`src/rtl/display_hdmi_line_fetch_ctrl.sv`:
```
// Per-line prefetch sequencer: converts display vs/de timing into burst reads
// from frame memory and streams returned words into the HDMI line buffer.
module display_hdmi_line_fetch_ctrl #(
  parameter int PIXEL_BIT  = 32,
  parameter int PACK_BIT   = 64,
  parameter int FIFO_WIDTH = 10,
  parameter int H_ACTIVE   = 640,
  parameter int V_ACTIVE   = 480,
  parameter int BURST_LEN  = 16
) (
  input  logic                  in_pclk,
  input  logic                  in_rst,
  input  logic                  in_vs,
  input  logic                  in_de,
  input  logic [31:0]           in_frame_base,
  output logic                  out_rd_req,
  output logic [31:0]           out_rd_addr,
  output logic [7:0]            out_rd_len,
  input  logic                  in_rd_ack,
  input  logic                  in_rd_valid,
  input  logic [PACK_BIT-1:0]   in_rd_data,
  output logic [FIFO_WIDTH-1:0] out_x,
  output logic [FIFO_WIDTH-1:0] out_y,
  output logic                  out_valid,
  output logic [PACK_BIT-1:0]   out_data,
  output logic                  out_busy,
  output logic                  out_underrun
);

  localparam int WPL   = H_ACTIVE * PIXEL_BIT / PACK_BIT;
  localparam int BYTES = PACK_BIT / 8;

  localparam logic [31:0]           WPL_W   = 32'(WPL);
  localparam logic [31:0]           BYTES_W = 32'(BYTES);
  localparam logic [31:0]           BL_W    = 32'(BURST_LEN);
  localparam logic [31:0]           VACT_W  = 32'(V_ACTIVE);
  localparam logic [FIFO_WIDTH-1:0] W_ZERO  = {FIFO_WIDTH{1'b0}};
  localparam logic [FIFO_WIDTH-1:0] W_ONE   = FIFO_WIDTH'(1'b1);

  typedef enum logic [1:0] {
    ST_IDLE  = 2'd0,
    ST_REQ   = 2'd1,
    ST_DATA  = 2'd2,
    ST_DRAIN = 2'd3
  } state_t;

  state_t                state_r, state_s;
  logic [FIFO_WIDTH-1:0] line_r, line_s;
  logic [FIFO_WIDTH-1:0] wcnt_r, wcnt_s;
  logic [7:0]            beat_r, beat_s, blen_r, blen_s, beat_inc_s;
  logic [31:0]           base_r, base_s;
  logic                  pending_r, pending_s;
  logic                  underrun_s, wr_s;
  logic                  vs_d_r, de_d_r;
  logic                  vs_rise_s, de_trig_s, line_ok_s, last_word_s;
  logic [31:0]           word_idx_s, rem_s, addr_s;
  logic [7:0]            len_s;

  // A de fall only counts as a trigger while the frame still has lines left.
  assign vs_rise_s   = in_vs & ~vs_d_r;
  assign line_ok_s   = (32'(line_r) < VACT_W);
  assign de_trig_s   = ~in_de & de_d_r & line_ok_s;
  assign beat_inc_s  = beat_r + 8'd1;
  assign last_word_s = ((32'(wcnt_r) + 32'd1) >= WPL_W);

  // Request address/length are derived from the values the FSM is moving to.
  assign word_idx_s  = 32'(line_s) * WPL_W + 32'(wcnt_s);
  assign addr_s      = base_s + word_idx_s * BYTES_W;
  assign rem_s       = WPL_W - 32'(wcnt_s);
  assign len_s       = 8'((rem_s > BL_W) ? BL_W : rem_s);

  // Next-state, counters and write strobe; a vs rise restarts the frame from any state.
  always_comb begin
    state_s    = state_r;
    line_s     = line_r;
    wcnt_s     = wcnt_r;
    beat_s     = beat_r;
    blen_s     = blen_r;
    base_s     = base_r;
    pending_s  = pending_r;
    underrun_s = out_underrun;
    wr_s       = 1'b0;

    if (vs_rise_s) begin
      base_s    = in_frame_base;
      line_s    = W_ZERO;
      wcnt_s    = W_ZERO;
      pending_s = (state_r != ST_IDLE);
    end else if (de_trig_s && (state_r != ST_IDLE)) begin
      underrun_s = 1'b1;
      pending_s  = 1'b1;
    end else begin
      underrun_s = out_underrun;
    end

    case (state_r)
      ST_IDLE: begin
        if (vs_rise_s) begin
          state_s = ST_REQ;
        end else if (pending_r) begin
          // A fresh trigger landing on the queued start takes the single pending slot.
          pending_s  = de_trig_s;
          underrun_s = out_underrun | de_trig_s;
          state_s    = line_ok_s ? ST_REQ : ST_IDLE;
        end else if (de_trig_s) begin
          state_s = ST_REQ;
        end else begin
          state_s = ST_IDLE;
        end
      end
      ST_REQ: begin
        if (in_rd_ack) begin
          beat_s  = 8'd0;
          blen_s  = out_rd_len;
          state_s = vs_rise_s ? ST_DRAIN : ST_DATA;
        end else if (vs_rise_s) begin
          state_s = ST_IDLE;
        end else begin
          state_s = ST_REQ;
        end
      end
      ST_DATA: begin
        if (in_rd_valid) begin
          beat_s = beat_inc_s;
          if (vs_rise_s) begin
            state_s = (beat_inc_s == blen_r) ? ST_IDLE : ST_DRAIN;
          end else begin
            wr_s   = 1'b1;
            wcnt_s = wcnt_r + W_ONE;
            if (beat_inc_s != blen_r) begin
              state_s = ST_DATA;
            end else if (!last_word_s) begin
              state_s = ST_REQ;
            end else begin
              state_s = ST_IDLE;
              line_s  = line_r + W_ONE;
              wcnt_s  = W_ZERO;
            end
          end
        end else if (vs_rise_s) begin
          state_s = ST_DRAIN;
        end else begin
          state_s = ST_DATA;
        end
      end
      ST_DRAIN: begin
        if (in_rd_valid) begin
          beat_s  = beat_inc_s;
          state_s = (beat_inc_s == blen_r) ? ST_IDLE : ST_DRAIN;
        end else begin
          state_s = ST_DRAIN;
        end
      end
      default: begin
        state_s = ST_IDLE;
      end
    endcase
  end

  // State, counters, edge detectors and all registered outputs.
  always_ff @(posedge in_pclk) begin
    if (in_rst) begin
      state_r      <= ST_IDLE;
      line_r       <= W_ZERO;
      wcnt_r       <= W_ZERO;
      beat_r       <= 8'd0;
      blen_r       <= 8'd0;
      base_r       <= 32'd0;
      pending_r    <= 1'b0;
      vs_d_r       <= 1'b0;
      de_d_r       <= 1'b0;
      out_rd_req   <= 1'b0;
      out_rd_addr  <= 32'd0;
      out_rd_len   <= 8'd0;
      out_x        <= W_ZERO;
      out_y        <= W_ZERO;
      out_valid    <= 1'b0;
      out_data     <= {PACK_BIT{1'b0}};
      out_busy     <= 1'b0;
      out_underrun <= 1'b0;
    end else begin
      state_r      <= state_s;
      line_r       <= line_s;
      wcnt_r       <= wcnt_s;
      beat_r       <= beat_s;
      blen_r       <= blen_s;
      base_r       <= base_s;
      pending_r    <= pending_s;
      vs_d_r       <= in_vs;
      de_d_r       <= in_de;
      out_rd_req   <= (state_s == ST_REQ);
      if (state_s == ST_REQ) begin
        out_rd_addr <= addr_s;
        out_rd_len  <= len_s;
        out_y       <= line_s;
      end else begin
        out_rd_addr <= 32'd0;
        out_rd_len  <= 8'd0;
      end
      out_valid    <= wr_s;
      if (wr_s) begin
        out_x    <= wcnt_r;
        out_data <= in_rd_data;
      end
      out_busy     <= (state_s != ST_IDLE);
      out_underrun <= underrun_s;
    end
  end

endmodule

```
`config.mk`:
```
export PLATFORM = sky130hd
export DESIGN_NAME = display_hdmi_line_fetch_ctrl
export DESIGN_NICKNAME = d
export VERILOG_FILES = /design/src/rtl/display_hdmi_line_fetch_ctrl.sv
export SDC_FILE = /design/constraint.sdc
export NUM_CORES = 1
export LEC_CHECK = 0
export BUFFER_PORTS_ARGS = -buffer_cell sky130_fd_sc_hd__buf_2
export CAP_MARGIN = 40
export CORE_MARGIN = 3
export CORE_UTILIZATION = 54
export CTS_CLUSTER_SIZE = 10
export DETAILED_ROUTE_END_ITERATION = 7
export GPL_ROUTABILITY_DRIVEN = 0
export PLACE_DENSITY = 0.78
export SLEW_MARGIN = 10
export SYNTH_ARGS = -nofsm -noshare
export SYNTH_HDL_FRONTEND = slang
export SYNTH_SLANG_ARGS = --single-unit
```
`constraint.sdc`:
```
create_clock -name in_pclk -period 7.5 [get_ports in_pclk]
set_input_delay 1.5 -clock in_pclk [delete_from_list [all_inputs] [get_ports in_pclk]]
set_output_delay 1.5 -clock in_pclk [all_outputs]
set_load 0.01 [all_outputs]
```
==> impl_results.md, run 1 <==
- Avg Inst Size Synth: 7.91 um2
- Outcome: completed
- Area fraction of the dominant cell type after synthesis: 41.8%
- Sw power: 576 uW
- Data arrival time of the critical path: 7.18 ns
- Endpoints failing hold: 0
- Effective utilization at floorplan: 55.4%
- Reg2reg end: out_rd_addr[31]
- Vias per Instance: 5.41
- Pwr per Cell Area: 204 nW/um2
- Final instance count without filler cells: 1654
- Clock latency on the worst-skew pair: 0.51 ns
- Number of violations reported at the end of detailed-routing iteration 0: 538
- CTS Buf Count: 24
- Data required time at the worst endpoint: 7.89 ns
- Comb power frac: 9.8%
- Total leakage power: 5.29 nW
- Length in cells of the worst reg-to-reg path: 30
- Clock transition at path regs: 0.05 ns
- Count of input and output buffers: 229
- Vias in the first global route: 8353
- Detailed placer's ending HPWL: 17300 um
- Count of pins on the block boundary: 230
- Fmax: 147 MHz
- Initial antenna violation count: 1
- Sum of overflow across all layers after global routing: 0
- Transition time of the tightest slew-check pin: 0.876 ns
- Maximum clock path buffer count: 3
- Buffer type at the clock tree root: sky130_fd_sc_hd__clkbuf_16
- Die height: 139 um
- Summed negative setup slack over all endpoints: 0 ns
- Max-Cap Viols: 0
- Most frequent standard cell in the layout excluding fill and tap cells: sky130_fd_sc_hd__nand2_1
- FF-to-FF Start: beat_r[0]
- Number of synthesis warnings: 0
- Unrepaired setup endpoints after global routing: no
- Worst Hold Path EP: out_data[23]
- Commonest cells after routing, fill and taps aside: sky130_fd_sc_hd__nand2_1, sky130_fd_sc_hd__buf_2, sky130_fd_sc_hd__dfxtp_1
- Final Net Count: 1574
- Largest net degree at the start of global routing: 84
- Count of endpoints failing setup in the final report: 0
- HP Start: out_data[23]
- Instance count after placement with tap cells included: 1619
- CTS tree: yes
- Depth of the CTS H-tree: 1
- Worst hold path type: reg2reg
- Die width: 139 um
- Number of instances on the worst hold path: 2
- Max-slew violation count: 0
- Synth async-reset ratio: 0%
- Critical path capture point type: flop
- Number of different library cells in the post-synthesis netlist: 67
- Critical Path Start Type: flop
- Via total after detailed routing: 8943
- Total global routing track utilization: 23.9%
- FF+latch count, synth: 201
- Maximum fanout encountered on the critical timing path: 13
- Fraction of layout instances using a drive strength above 1: 20.5%
- Worst IR drop on VDD: 0.171 mV
- Internal power consumption: 1.79 mW
- Count of nets left with antenna violations after detail routing: 0
- Final worst path period share: 90.5%
- Worst-path cell with the longest stage delay: sky130_fd_sc_hd__dfxtp_1
- Detailed Route WL: 24400 um
- DRC violations left: 0
- Area Overhead vs Synth: 20.6%
- Worst Path Class, Setup: reg2reg
- Synth area leaders: sky130_fd_sc_hd__dfxtp_1, sky130_fd_sc_hd__nand2_1, sky130_fd_sc_hd__a21oi_1, sky130_fd_sc_hd__ha_1, sky130_fd_sc_hd__nor2_1
- Drt wl/cell: 14.8 um
- Total Die Area: 19400 um2
- Global-route wire length before repair: 39900 um
- CTS hold repair buffers: 0
- Sequential cell fraction of total power: 47.3%
- Core region area: 17400 um2
- Row count: 48
- Final clock skew: 0.0135 ns
- Relative slew margins: 41.6%
- Final critical delay including setup and external delays: 6.79 ns
- Synth Flop Type: sky130_fd_sc_hd__dfxtp_1
- Pre-antenna DRT Iters: 5
- Largest area contributor in the synthesized netlist: sky130_fd_sc_hd__dfxtp_1
- Largest incremental delay on the critical path: 0.44 ns
- Sequential fraction of the synthesis area: 41.8%
- Number of flops mapped to enable cells by yosys: 0
- Number of clock sinks: 201
- Clock network fraction of total power: 42.9%
- Mapped Area: 9620 um2
- Fraction of power spent switching nets: 24.3%
- Synth Instances: 1215
- Flop-to-flop setup slack: 0.71 ns
-- worst max-delay path, delay by kind of cell, from the launching register on --
| family | cells | cell delay (ns) |
|---|---|---|
| AOI/OAI and AO/OA | 11 | 2.40 |
| xor gates and xnor gates | 3 | 0.52 |
| adders and majority gates | 3 | 1.01 |
| buffers and inverters | 3 | 0.37 |
| DFF | 1 | 0.44 |
| muxes | 1 | 0.34 |
| and+or+nand+nor | 9 | 1.57 |
-- cell usage after synthesis, drive strengths merged, types with 3 or more instances --
cell type	n
or3	11
nor4	3
o211ai	5
or4	3
ha	46
nor3	38
a21o	13
a21oi	146
nor3b	5
a221oi	4
o21ai	38
xnor2	31
inv	30
nand3	26
mux2i	17
nor2	114
clkbuf	50
fa	3
nand2	267
nand2b	10
dfxtp	201
nor2b	22
nand4	9
nand3b	4
and3	7
xor2	26
or2	8
a31oi	10
and2	14
a211oi	8
buf	16
-- sequential cells by signal (all words and copies together), names as in the netlist, 2 cells and up --
| register | cells |
|---|---|
| out_data | 64 |
| base_r | 32 |
| out_rd_addr | 32 |
| line_r | 10 |
| out_x | 10 |
| out_y | 10 |
| wcnt_r | 10 |
| beat_r | 8 |
| blen_r | 8 |
| out_rd_len | 8 |
| state_r | 2 |
-- layer usage --
| layer | vias up | part of all wire (%) | GRT usage (%) | wire [um] |
|---|---|---|---|---|
| met5 | - | 0 | 0 | 0 |
| met4 | 0 | 2.3 | 6.33 | 561 |
| met2 | 309 | 49 | 42.2 | 12000 |
| met1 | 4082 | 42 | 30.4 | 10300 |
| met3 | 44 | 6.4 | 3.57 | 1560 |
| li1 | 4508 | - | - | - |
-- repair_timing --
item / in CTS / in global routing
setup buffers: 0 / 3
setup endpoints to repair: 0 / 9
resized for setup: 0 / 1
-- power by group through the flow --
stage / registers [mW] / logic (mW) / clock network (mW)
finish: 1.12 / 0.232 / 1.01
global route: 1.12 / 0.258 / 1.08
CTS: 1.12 / 0.232 / 1.04
detailed placement: 1.14 / 0.230 / 0
global placement: 1.14 / 0.227 / 0
floorplan: 1.15 / 0.138 / 0
-- cells by family after synthesis --
logic type / share of synthesized area, %
buf+inv: 4.05
simple gates: 25.4
mux: 1.77
xor+xnor: 5.19
fa+ha+maj: 6.61
flops: 41.8
other cells: 0.0390
compound gates: 15.1
-- cell type report --
class / instances / area [um2]
diodes: 1 / 2.50
clock buffers: 30 / 653
clock inverters: 1 / 16.3
fillers: 1556 / 5760
inverters: 31 / 116
multi-input cells: 920 / 5240
flip-flops and latches: 201 / 4020
well taps: 225 / 282
repair buffers: 245 / 1270
-- through the flow --
step / total power, mW / worst slack [ns] / cell area [um2] / hold WS, ns / util [%]
finish: 2.37 / 0.709 / 11600 / 0.449 / 66.8
global route: 2.47 / 0.0290 / 11600 / 0.461 / 66.8
CTS: 2.39 / 0.516 / 11600 / 0.450 / 66.7
detailed placement: 1.37 / 0.394 / 10900 / 0.443 / 62.8
global placement: 1.37 / 0.636 / 10900 / 0.439 / 62.8
floorplan: 1.29 / 0.562 / 9630 / 0.434 / -
-- worst max-delay path by stage --
stage,from,cells after the start,to
after floorplan,in_vs,26,out_rd_addr[26]
after global placement,in_rd_valid,28,out_rd_addr[31]
after detailed placement,in_rd_valid,28,out_rd_addr[31]
after CTS,beat_r[0],29,out_rd_addr[31]
after global routing,beat_r[0],33,out_rd_addr[30]
final,beat_r[0],30,out_rd_addr[31]
(Power assumes the default switching activity.)
==> run 2: changes to the inputs <==
--- a/config.mk
+++ b/config.mk
@@ -13,6 +13,7 @@
 export DETAILED_ROUTE_END_ITERATION = 7
 export GPL_ROUTABILITY_DRIVEN = 0
 export PLACE_DENSITY = 0.78
+export RECOVER_POWER = 50
 export SLEW_MARGIN = 10
 export SYNTH_ARGS = -nofsm -noshare
 export SYNTH_HDL_FRONTEND = slang
==> run 2 against run 1 <==
  * The run now ends with capacitance limit, slew limit left
  * Critical path depth unchanged
  * Via count up 0.21%
  * Sequential share of layout area up 0.54 points
  * Global-route usage unchanged
  * Clock skew down 0.00088 ns
  * Register-to-register slack about the same
  * Wire length up 0.39%
  * Critical endpoint unchanged
  * Worst hold slack better by 0.0022 ns
  * Count of clock-buffer cells in the layout unchanged
  * Die area unchanged
  * Worst setup slack better by 0.0073 ns
  * First-iteration DRC count down 4.8%
==> impl_results.md, run 2 (same netlist as run 1, synthesis figures left out) <==
- Outcome: finished with violations
- Failing checks: capacitance limit, slew limit
- Pwr per Cell Area: 207 nW/um2 (+1.3%)
- Number of violations reported at the end of detailed-routing iteration 0: 512 (-4.8%)
- Critical Path Start Type: flop
- Count of pins on the block boundary: 230 (unchanged)
- Length in cells of the worst reg-to-reg path: 30 (unchanged)
- Utilization of the core after routing: 65.8% (-1.0 points)
- Total global routing track utilization: 23.9% (unchanged)
- Core region area: 17400 um2 (unchanged)
- Count of endpoints failing setup in the final report: 0 (unchanged)
- Worst IR drop on VDD: 0.171 mV (about the same)
- Flip-flop count of the largest register, all copies and words added: 64 (unchanged)
- Die height: 139 um (unchanged)
- Final clock skew: 0.0126 ns (-0.000880 ns)
- Detailed Route WL: 24500 um (+0.39%)
- Clock latency on the worst-skew pair: 0.51 ns (about the same)
- Summed negative setup slack over all endpoints: 0 ns (unchanged)
- Maximum clock path buffer count: 3 (unchanged)
- Detailed placer's ending HPWL: 17300 um (unchanged)
- Total Die Area: 19400 um2 (unchanged)
- Worst-path cell with the longest stage delay: sky130_fd_sc_hd__dfxtp_1
- Cell area after layout: 11400 um2 (-1.5%)
- Max-slew violation count: 239 (+239)
- DRC violations left: 0 (unchanged)
- Relative slew margins: -134% (-180 points)
- Top reg by flops: out_data
- Number of clock sinks: 201 (unchanged)
- Commonest cells after routing, fill and taps aside: sky130_fd_sc_hd__nand2_1, sky130_fd_sc_hd__dfxtp_1, sky130_fd_sc_hd__a21oi_1
- Data arrival time of the critical path: 7.17 ns (about the same)
- Most frequent standard cell in the layout excluding fill and tap cells: sky130_fd_sc_hd__nand2_1
- Row count: 48 (unchanged)
- Worst Path Class, Setup: reg2reg
- Fraction of layout instances using a drive strength above 1: 11.1% (-9.4 points)
- Total leakage power: 4.72 nW (-11%)
- Maximum fanout encountered on the critical timing path: 13 (unchanged)
- Global-route wire length before repair: 39900 um (unchanged)
- CTS Buf Count: 24 (unchanged)
- Clock transition at path regs: 0.05 ns (about the same)
- Max-Cap Viols: 3 (+3)
- Depth of the CTS H-tree: 1 (unchanged)
- Buffer type at the clock tree root: sky130_fd_sc_hd__clkbuf_16
- Largest incremental delay on the critical path: 0.44 ns (about the same)
- Data required time at the worst endpoint: 7.89 ns (about the same)
- Drt wl/cell: 14.8 um (+0.33%)
- Largest net degree at the start of global routing: 84 (unchanged)
- CTS hold repair buffers: 0 (unchanged)
- Area taken by flip-flops and latches: 4020 um2 (unchanged)
- Standard cell area after detailed placement: 10900 um2 (unchanged)
- Fmax: 147 MHz (+0.11%)
- Area taken by multi-input logic gates: 5230 um2 (-0.14%)
- Initial antenna violation count: 1 (unchanged)
- CTS tree: yes
- Number of instances on the worst hold path: 2 (unchanged)
- Worst hold path type: reg2reg
- Pre-antenna DRT Iters: 5 (unchanged)
- Count of input and output buffers: 229 (unchanged)
- Final Net Count: 1574 (unchanged)
- Final critical delay including setup and external delays: 6.78 ns (-0.00729 ns)
- Critical path capture point type: flop
- Effective utilization at floorplan: 55.4% (unchanged)
- Transition time of the tightest slew-check pin: 3.50 ns (+2.63 ns)
- Largest registers: out_data (64), base_r (32), out_rd_addr (32)
- Count of nets left with antenna violations after detail routing: 0 (unchanged)
- Number of filler instances in the final layout: 1608 (+3.3%)
- Vias in the first global route: 8353 (unchanged)
- Vias per Instance: 5.42 (+0.15%)
- Via total after detailed routing: 8962 (+0.21%)
- Endpoints failing hold: 0 (unchanged)
- Area Overhead vs Synth: 18.8%
- Sum of overflow across all layers after global routing: 0 (unchanged)
- Final worst path period share: 90.5% (-0.097 points)
- Die width: 139 um (unchanged)
- Unrepaired setup endpoints after global routing: no
-- run 2: worst max-delay path: cells and delay by family (launching register included) --
kind                     cells  cell delay (ns)
flip-flops                   1             0.44
XOR/XNOR                     3             0.53
AND/OR/NAND/NOR              9             1.58
adder cells (fa/ha/maj)      3             1.00
multiplexers                 1             0.34
buffers and inverters        3             0.37
AO/OA/AOI/OAI               11             2.40
-- run 2: worst paths after layout --
kind / start / endpoint / slack (ns)
hold reg to reg: out_x[3] / out_x[3] / 0.45
hold / removal: out_x[3] / out_x[3] / 0.45
setup / recovery: beat_r[0] / out_rd_addr[31] / 0.72
setup reg to reg: beat_r[0] / out_rd_addr[31] / 0.72
-- run 2: area by class of cell --
class	count	area share, %
multi-input combinational	920	45.8
sequential	201	35.2
timing repair buffer	245	9.59
clock buffer	30	5.72
tap	225	2.46
inverter	31	1.02
clock inverter	1	0.142
antenna	2	0.0438
-- run 2: metal layers --
layer / routed length [um] / GRT usage [%] / vias to the layer above
met1: 10600 / 30.4 / 4124
met3: 1380 / 3.57 / 44
met5: 0 / 0 / -
met2: 11900 / 42.2 / 280
met4: 572 / 6.33 / 0
li1: - / - / 4514
-- run 2: power by group --
part	switching [mW]	internal (mW)
logic	0.146	0.0803
registers	0.0172	1.10
clock network	0.414	0.601
-- run 2: repair_timing --
item / CTS / global route
setup endpoints to repair: 0 / 9
setup buffers: 0 / 3
resized for setup: 0 / 1
-- run 2: stage by stage --
stage | total power, mW | cells | setup WS (ns) | hold WS [ns]
final | 2.36 | 1655 | 0.716 | 0.451
after global routing | 2.46 | 1654 | 0.0290 | 0.462
after CTS | 2.39 | 1650 | 0.516 | 0.450
after detailed placement | 1.37 | 1619 | 0.394 | 0.443
after global placement | 1.37 | 1619 | 0.636 | 0.439
after floorplan | 1.29 | 1218 | 0.562 | 0.434
